**config.mk**
```make
export PLATFORM = sky130hd
export DESIGN_NAME = pc_branch_unit
export DESIGN_NICKNAME = d
export VERILOG_FILES = /design/src/rtl/pc_branch_unit_pkg.sv /design/src/rtl/pc_branch_unit_cond_flags.sv /design/src/rtl/pc_branch_unit.sv
export SDC_FILE = /design/constraint.sdc
export NUM_CORES = 1
export LEC_CHECK = 0
export ABC_AREA = 0
export CAP_MARGIN = 20
export CORE_ASPECT_RATIO = 0.75
export CORE_MARGIN = 2
export CORE_UTILIZATION = 45
export CTS_BUF_LIST = sky130_fd_sc_hd__clkbuf_2
export DETAILED_ROUTE_END_ITERATION = 8
export PLACE_DENSITY = 0.95
export SLEW_MARGIN = 20
export SYNTH_ARGS = -nofsm -noshare
export SYNTH_HDL_FRONTEND = slang
export SYNTH_SLANG_ARGS = --single-unit
```
**constraint.sdc**
```tcl
create_clock -name CLK -period 2.9 [get_ports CLK]
set_input_delay 0.58 -clock CLK [delete_from_list [all_inputs] [get_ports CLK]]
set_output_delay 0.58 -clock CLK [all_outputs]
set_load 0.1 [all_outputs]
```
**src/rtl/pc_branch_unit_pkg.sv**
```systemverilog
// rtl/pc_branch_unit_pkg.sv - shared opcodes, FSM states, flag struct and flag-write classifier
package pc_branch_unit_pkg;

  localparam int PC_W_DEFAULT = 10;

  typedef enum logic [7:0] {
    OP_ADD  = 8'h00, OP_ADDC, OP_SUB, OP_SUBC, OP_LSL, OP_LSLC, OP_LSR, OP_LSRC,
    OP_ASR, OP_NEG, OP_AND, OP_OR, OP_CMP, OP_BLT, OP_BNE, OP_HALT,
    OP_IMME, OP_LW, OP_SW, OP_ALW, OP_ASW
  } op_code_e;

  typedef enum logic [1:0] {ST_IDLE, ST_RUN, ST_FLUSH, ST_HALT} state_e;

  typedef struct packed {
    logic c;
    logic n;
    logic z;
  } flags_t;

  typedef enum logic [1:0] {FC_NONE, FC_FULL, FC_NZ} flag_class_e;

  // CMP is NZ-only; the caller selects cmp_i instead of result_i as its source.
  function automatic flag_class_e flag_class(input logic [7:0] op);
    flag_class_e fc;
    case (op)
      OP_ADD, OP_ADDC, OP_SUB, OP_SUBC,
      OP_LSL, OP_LSLC, OP_LSR, OP_LSRC, OP_ASR: fc = FC_FULL;
      OP_NEG, OP_AND, OP_OR, OP_CMP:            fc = FC_NZ;
      default:                                  fc = FC_NONE;
    endcase
    return fc;
  endfunction

endpackage

```
**src/rtl/pc_branch_unit_cond_flags.sv**
```systemverilog
// rtl/pc_branch_unit_cond_flags.sv - architectural C/N/Z register and BLT/BNE condition
module cond_flags
  import pc_branch_unit_pkg::*;
(
  input  logic       CLK,
  input  logic       reset_n,
  input  logic       clear_i,
  input  logic       c_we_i,
  input  logic       nz_we_i,
  input  logic       c_i,
  input  logic [7:0] nz_src_i,
  input  logic       blt_i,
  input  logic       bne_i,
  output flags_t     flags_o,
  output logic       taken_o
);

  flags_t flags_q, flags_d;

  always_comb begin
    flags_d = flags_q;
    if (clear_i) begin
      flags_d = '0;
    end else begin
      if (c_we_i) flags_d.c = c_i;
      if (nz_we_i) begin
        flags_d.n = nz_src_i[7];
        flags_d.z = (nz_src_i == 8'd0);
      end
    end
  end

  always_ff @(posedge CLK or negedge reset_n) begin
    if (!reset_n) flags_q <= '0;
    else          flags_q <= flags_d;
  end

  assign flags_o = flags_q;
  // Conditions read the registered flags: the previous instruction's result.
  assign taken_o = (blt_i & flags_q.n) | (bne_i & ~flags_q.z);

endmodule

```
**src/rtl/pc_branch_unit.sv**
```systemverilog
// rtl/pc_branch_unit.sv - PC, branch/flush/halt FSM; optional cycle counter under PC_BRANCH_CYCLE_CNT_EN
module pc_branch_unit
  import pc_branch_unit_pkg::*;
#(
  parameter int PC_W = PC_W_DEFAULT
) (
  input  logic            CLK,
  input  logic            reset_n,
  input  logic            start_i,
  input  logic            valid_i,
  input  logic [7:0]      op_i,
  input  logic [7:0]      result_i,
  input  logic [7:0]      cmp_i,
  input  logic            carry_i,
  input  logic [PC_W-1:0] target_i,
  output logic [PC_W-1:0] pc_o,
  output logic            cin_o,
  output logic [2:0]      flags_o,
  output logic            flush_o,
  output logic            halted_o
`ifdef PC_BRANCH_CYCLE_CNT_EN
  ,
  output logic [15:0]     cycle_cnt_o
`endif
);

  state_e          state_q;
  logic [PC_W-1:0] pc_q;
  logic            flush_q;
  logic            halted_q;

  flags_t          flags;
  flag_class_e     fclass;
  logic            exec;
  logic            taken;

  assign exec   = (state_q == ST_RUN) && valid_i;
  assign fclass = flag_class(op_i);

  cond_flags u_cond_flags (
    .CLK      (CLK),
    .reset_n  (reset_n),
    .clear_i  ((state_q == ST_HALT) && start_i),
    .c_we_i   (exec && (fclass == FC_FULL)),
    .nz_we_i  (exec && (fclass != FC_NONE)),
    .c_i      (carry_i),
    .nz_src_i ((op_i == OP_CMP) ? cmp_i : result_i),
    .blt_i    (exec && (op_i == OP_BLT)),
    .bne_i    (exec && (op_i == OP_BNE)),
    .flags_o  (flags),
    .taken_o  (taken)
  );

  always_ff @(posedge CLK or negedge reset_n) begin
    if (!reset_n) begin
      state_q  <= ST_IDLE;
      pc_q     <= '0;
      flush_q  <= 1'b0;
      halted_q <= 1'b0;
    end else begin
      flush_q  <= 1'b0;
      halted_q <= 1'b0;
      case (state_q)
        ST_IDLE: begin
          if (start_i) state_q <= ST_RUN;
        end
        ST_RUN: begin
          if (valid_i) begin
            if (taken) begin
              pc_q    <= target_i;
              state_q <= ST_FLUSH;
              flush_q <= 1'b1;
            end else if (op_i == OP_HALT) begin
              state_q  <= ST_HALT;
              halted_q <= 1'b1;
            end else begin
              pc_q <= pc_q + PC_W'(1);
            end
          end
        end
        ST_FLUSH: begin
          state_q <= ST_RUN;
        end
        ST_HALT: begin
          if (start_i) begin
            state_q <= ST_RUN;
            pc_q    <= '0;
          end else begin
            halted_q <= 1'b1;
          end
        end
        default: state_q <= ST_IDLE;
      endcase
    end
  end

  assign pc_o     = pc_q;
  assign flags_o  = flags;
  assign cin_o    = flags.c;
  assign flush_o  = flush_q;
  assign halted_o = halted_q;

`ifdef PC_BRANCH_CYCLE_CNT_EN
  logic [15:0] cnt_q;

  always_ff @(posedge CLK or negedge reset_n) begin
    if (!reset_n) begin
      cnt_q <= '0;
    end else if (start_i && ((state_q == ST_IDLE) || (state_q == ST_HALT))) begin
      cnt_q <= '0;
    end else if (((state_q == ST_RUN) || (state_q == ST_FLUSH)) && (cnt_q != 16'hFFFF)) begin
      cnt_q <= cnt_q + 16'd1;
    end
  end

  assign cycle_cnt_o = cnt_q;
`endif

endmodule
```
# --- Word-level counts from Yosys, hierarchy flattened ---
# Memories as Yosys holds them, arrays and structs flattened.
# Index checks and enable logic that the tools add are counted.
classes:
  div_mod_pow: 0
  eq_ne: 13
  n_reduce_logical: 16
  mux: 23
  n_mul: 0
  n_addsub: 1
  n_bitwise: 4
  shifts: 0
  magnitude_cmp: 0
ops:
  columns: ["cell", "n"]
  rows:
  - ["$mux 10", 4]
  - ["$eq 8x4->1 const B", 4]
  - ["$pmux 10 s2", 1]
  - ["$mux 2", 6]
  - ["$add 10x1->10 const B", 1]
  - ["$logic_not 8->1", 1]
  - ["$mux 1", 8]
  - ["$mux 8", 1]
  - ["$reduce_bool 2->1", 4]
  - ["$logic_and 1x1->1", 6]
  - ["$pmux 2 s3", 1]
  - ["$eq 2x1->1 const B", 2]
  - ["$eq 2x2->1 const B", 2]
  - ["$logic_not 4->1", 1]
  - ["$ne 2x2->1 const B", 2]
  - ["$reduce_and 4->1", 1]
  - ["$mux 3", 1]
  - ["$ne 3x2->1 const B", 1]
  - ["$ne 3x3->1 const B", 1]
  - ["$reduce_and 3->1", 1]
  - ["$and 1x1->1", 2]
  - ["$logic_not 2->1", 1]
  - ["$ne 2x1->1 const B", 1]
  - ["$pmux 1 s2", 1]
  - ["3 further kinds", 3]
word_totals:
  inputBits: 39
  romBits: 32
  ram_bits: 0
  ff_bits: 17
  latch_bits: 0
  mem_count: 1
  word_cells: 65
memory_table:
  columns: ["memory", "words", "word_bits", "read_ports", "rd_clocked_by_memory_dff", "wr", "line", "source"]
  rows:
  - ["(no name shown)", 16, 2, 1, 0, 0, "pc_branch_unit_pkg.sv:25", "case (op)"]

# --- Depth between registers and ports, before layout ---
depth:
  word_depth: 8
  ltp_mapped: 8

# --- Cells and area by module ---
# A second synthesis with hierarchy kept.
unflattened:
  hier_cells: 149
  area_unflattened_um2: 1318.8
by_module_without_submodules:
  columns: ["mod", "cells_each", "area_per_inst_um2", "instances", "seq_area_each_um2"]
  rows:
  - ["pc_branch_unit", 134, 1156.1, 1, 350.3]
  - ["cond_flags", 15, 162.7, 1, 75.1]

# --- Least setup slack after synthesis ---
# Ideal clock, no wire load.
synth_timing:
  path_type: "flip-flop to flip-flop"
  startpoint: "register u_cond_flags.flags_q (netlist bit u_cond_flags.flags_o[0])"
  endpoint: "register pc_q[5] (netlist: pc_o[5])"
  synth_period_minus_slack_ns: 2.384
  setup_time_ns: 0.135
  slack_ns: 0.516
  path_stages_with_launch: 7
  path_buffers: 1
  arrival_time_ns: 2.249
  required_time_ns: 2.765
  path_cell_list: "dfrtp_1 > or3b_1 > a2111oi_4 > buf_6 > nor3_1 > a21oi_1 > o22ai_1"
synth_between:
  elab_chain_cells: 6
  elab_cells_between_ends: 8
  cone_classes: "eq/ne: 1; mux: 3; bitwise: 3; reduce/logical: 1"
synth_rtl:
  columns: ["element", "line", "source"]
  rows:
  - ["from (decl)", "pc_branch_unit_cond_flags.sv:18", "flags_t flags_q, flags_d;"]
  - ["from (signal assigned)", "pc_branch_unit_cond_flags.sv:35", "else flags_q <= flags_d;"]
  - ["$not 1->1 (*)", "pc_branch_unit_cond_flags.sv:40", "assign taken_o = (blt_i & flags_q.n) | (bne_i & ~flags_q.z);"]
  - ["$and 1x1->1 (*)", "pc_branch_unit_cond_flags.sv:40", null]
  - ["$or 1x1->1 (*)", "pc_branch_unit_cond_flags.sv:40", null]
  - ["$mux 10", "pc_branch_unit.sv:69", "if (taken) begin"]
  - ["$mux 10", "pc_branch_unit.sv:68", "if (valid_i) begin"]
  - ["$pmux 10 s2", "pc_branch_unit.sv:63", "case (state_q)"]
  - ["to (signal assigned)", "pc_branch_unit.sv:70", "pc_q <= target_i;"]
  - ["to (signal assigned)", "pc_branch_unit.sv:77", "pc_q <= pc_q + PC_W'(1);"]
  - ["to (decl)", "pc_branch_unit.sv:28", "logic [PC_W-1:0] pc_q;"]
# Mark *: on every way between the ends. The rest lies on a longest branch, timed or not. The select of a mux whose other input is x is not followed.
# A chain may end at the register's enable or synchronous reset.

# --- Worst setup path after layout ---
layout_timing:
  startpoint: "input port op_i[5]"
  endpoint: "register pc_q[9] (netlist: pc_o[9])"
layout_between:
  elab_chain_cells: 7
  elab_cells_between_ends: 13
  cone_classes: "eq/ne: 4; mux: 3; bitwise: 3; reduce/logical: 3"
layout_rtl:
  columns: ["element", "line", "source"]
  rows:
  - ["from (decl)", "pc_branch_unit.sv:11", "input logic [7:0] op_i,"]
  - ["$eq 8x4->1 (on tied branches)", "pc_branch_unit.sv:48, pc_branch_unit.sv:49", null]
  - ["$logic_and 1x1->1 (on tied branches)", "pc_branch_unit.sv:48, pc_branch_unit.sv:49", null]
  - ["$and 1x1->1", "pc_branch_unit_cond_flags.sv:40", null]
  - ["$or 1x1->1", "pc_branch_unit_cond_flags.sv:40", null]
  - ["$mux 10", "pc_branch_unit.sv:69", null]
  - ["$mux 10", "pc_branch_unit.sv:68", null]
  - ["$pmux 10 s2", "pc_branch_unit.sv:63", null]
# Several ways; a longest one is shown, not always the timed one. The select of a mux whose other input is x is not followed.

==> Implementation_results.wiki <==
{| class="wikitable"
! Metric !! Value
|-
| Routed wire length || 3650 um
|-
| Number of distinct standard cells referenced by the synthesized netlist || 40
|-
| Setup WS pre-CTS || 0.188 ns
|-
| DRC violation count after routing || 0
|-
| Mean instance size in the synthesized netlist || 8.88 um2
|-
| Arrival time reported for the critical path endpoint || 2.60 ns
|-
| Global-route wire length before repair || 5890 um
|-
| Maximum level of the CTS H-tree || 1
|-
| Worst setup skew after layout || 0.00955 ns
|-
| Maximum capacitance violations || 0
|-
| Number of buffers inserted during clock tree synthesis || 3
|-
| Number of routed nets with antenna violations || 0
|-
| Worst min-delay path class || flop to flop
|-
| Launching instance or port of the critical path || op_i[5]
|-
| Placement Rows || 15
|-
| Horiz. Die Dim || 62.5 um
|-
| Antenna violations before repair || 0
|-
| Total power per unit cell area || 580 nW/um2
|-
| CTS max path bufs || 2
|-
| Setup repair after global routing missed its margin || false
|-
| Clock Latency Late Sink || 0.32 ns
|-
| Most common library cells after synthesis || dfrtp_1, a21oi_1, nor2_1, nor3_1
|-
| Post-synthesis async set-or-reset flop share || 100%
|-
| First-pass detailed-route iteration total || 5
|-
| Hold violation count in the final report || 0
|-
| Critical Path Fanout Max || 25
|-
| Resized cells post-CTS || 0
|-
| Vias || 1272
|-
| Data required time at the worst endpoint || 3.12 ns
|-
| Post-layout worst setup margin || 0.515 ns
|-
| Number of global-route vias before repair || 1227
|-
| Largest net degree at the start of global routing || 26
|-
| Post-synthesis sequential element count || 17
|-
| Yosys top cell by area || dfrtp_1
|-
| Clock root cell || clkbuf_2
|-
| Overall global routing resource usage || 26.1%
|-
| Final Net Count || 229
|-
| Die Footprint || 2990 um2
|-
| Sinks on Clock Net || 17
|-
| Final Setup Violations || 0
|-
| Yosys warning total || 0
|-
| Synth top area cells || dfrtp_1, a21oi_1, ha_1, mux2i_1, nor3_1
|-
| Fraction of final layout cells sized beyond drive strength 1 || 13.5%
|-
| Filler cell count || 186
|-
| Result of the run || finished clean
|-
| Source of the worst hold timing path || pc_o[8]$_DFFE_PN0P_
|-
| Count of flip-flops with a built-in enable after synthesis || 0
|-
| Number of buffers added for setup after CTS || 0
|-
| CTS clock-pin slew for the worst setup and hold paths || 0.16 ns
|-
| Estimated wirelength of the detail-placed design || 2830 um
|-
| Final period util || 82.2%
|-
| Fraction of post-synthesis cell area in the top cell type by area || 36.8%
|-
| Core area || 2360 um2
|-
| WL/cell || 16.6 um
|-
| Count of final max-slew check failures || 0
|-
| Hold WS || 0.600 ns
|-
| Number of buffers inserted for hold repair after clock tree synthesis || 0
|-
| Ant. Diodes || 0
|-
| RR Startpoint || state_q[1]$_DFFE_PN0P_
|-
| TritonCTS clock tree || done
|-
| Kind of start point of the critical path || primary input
|-
| I/O Buffers || 54
|-
| Max-Slew Margin vs Limit || 46.2%
|-
| Sum of negative setup slack || 0 ns
|-
| Maximum vdd drop || 0.599 mV
|-
| Area growth from synthesis to final layout || 47.2%
|-
| Register area share after synthesis || 36.8%
|-
| Synth Instances || 130
|-
| Post-synthesis instance area || 1150 um2
|-
| Number of design-rule violations left by the first detailed-router iteration || 110
|-
| Net count of the mapped netlist || 173
|-
| Initial core utilization || 48.8%
|-
| Transition time at the pin with the least slew margin || 0.804 ns
|-
| Worst setup path category || primary input to flop
|-
| Utilization of the core after routing || 71.9%
|-
| GRT overflow || 0
|-
| Cell-by-cell trace of the critical path || clkdlybuf4s50_1, or4_4, a2111oi_4, buf_12, or2_1, a2bb2oi_1, o21ai_1
|-
| Count leader, synth || dfrtp_1
|-
| Routability Congestion || 0.821
|-
| DIE HEIGHT || 47.9 um
|-
| Critical path endpoint category || flop
|-
| Final critical-path required period || 2.39 ns
|-
| Highest clock rate || 419 MHz
|-
| Leak || 0.702 nW
|-
| Total I/O pin count || 55
|-
| Largest stage delay, worst path || 0.58 ns
|-
| Standard cell with the maximum stage delay on the critical path || or4_4
|-
| Synth Flop Type || dfrtp_1
|-
| Vias per Instance || 5.81
|}
## metal layers
| metal | routed length, um | vias to the layer above | global-route usage [%] |
|---|---|---|---|
| li1 | - | 611 | - |
| met1 | 1540 | 580 | 30.2 |
| met2 | 1790 | 68 | 49.5 |
| met3 | 261 | 13 | 6.35 |
| met4 | 51 | 0 | 9.78 |
| met5 | 0 | - | 0 |
## power breakdown
group / internal [mW] / total (mW) / switching [mW]
Clock: 0.0365 / 0.120 / 0.0830
Sequential: 0.269 / 0.302 / 0.0334
Combinational: 0.190 / 0.564 / 0.374
## kinds of logic after synthesis
group	count (synthesis)	share of synthesized area [%]
compound gates	41	24.2
mux	5	4.33
fa+ha+maj	4	4.33
simple gates	50	23.8
flops	17	36.8
buf+inv	13	6.50
## stage by stage
step,total power [mW],area [um2],std cells
global route,1.05,1700,219
floorplan,0.709,1150,130
CTS,0.983,1700,219
detailed placement,0.866,1680,215
finish,0.986,1700,219
global placement,0.844,1680,215
## state kept, by name, indices dropped and copies added (netlist names)
| register | flops |
|---|---|
| state_q | 2 |
| halted_o | 1 |
| flush_o | 1 |
| u_cond_flags.flags_o | 3 |
| pc_o | 10 |
## critical path, delay by kind of cell
| family | cells | cell delay (ns) |
|---|---|---|
| and+or+nand+nor | 2 | 0.73 |
| buffers and inverters | 2 | 0.64 |
| AOI/OAI and AO/OA | 3 | 0.64 |
## cells in the final DEF (no fill, tap or decap), drive strengths merged, types with 2 or more instances in the layout
| master | count |
|---|---|
| inv | 8 |
| and3 | 3 |
| nand3 | 3 |
| dfrtp | 17 |
| o22ai | 4 |
| nor3b | 3 |
| clkbuf | 4 |
| buf | 18 |
| clkdlybuf4s50 | 38 |
| nor3 | 9 |
| a2111oi | 2 |
| a2bb2oi | 2 |
| a21oi | 13 |
| a221oi | 2 |
| mux2i | 5 |
| o21ai | 9 |
| nand2 | 7 |
| nor4 | 7 |
| nor2 | 9 |
| ha | 4 |
## final timing paths
path / slack, ns / cells past startpoint / to
setup reg to reg: 0.82 / 7 / pc_o[7]$_DFFE_PN0P_
min in group asynchronous: 0.69 / 1 / u_cond_flags.flags_o[1]$_DFFE_PN0P_
hold / removal: 0.60 / 2 / pc_o[8]$_DFFE_PN0P_
max in group asynchronous: 1.71 / 1 / pc_o[9]$_DFFE_PN0P_
hold reg to reg: 0.60 / 2 / pc_o[8]$_DFFE_PN0P_
setup / recovery: 0.51 / 7 / pc_o[9]$_DFFE_PN0P_
## cell type report
type                    count  area [um2]  area share [%]
clock buffers               4        20.0            1.18
well taps                  34        42.5            2.50
multi-input cells         100         654            38.5
repair buffers             56         528            31.1
inverters                   8        30.0            1.77
flip-flops and latches     17         425            25.0
(Power assumes the default switching activity.)
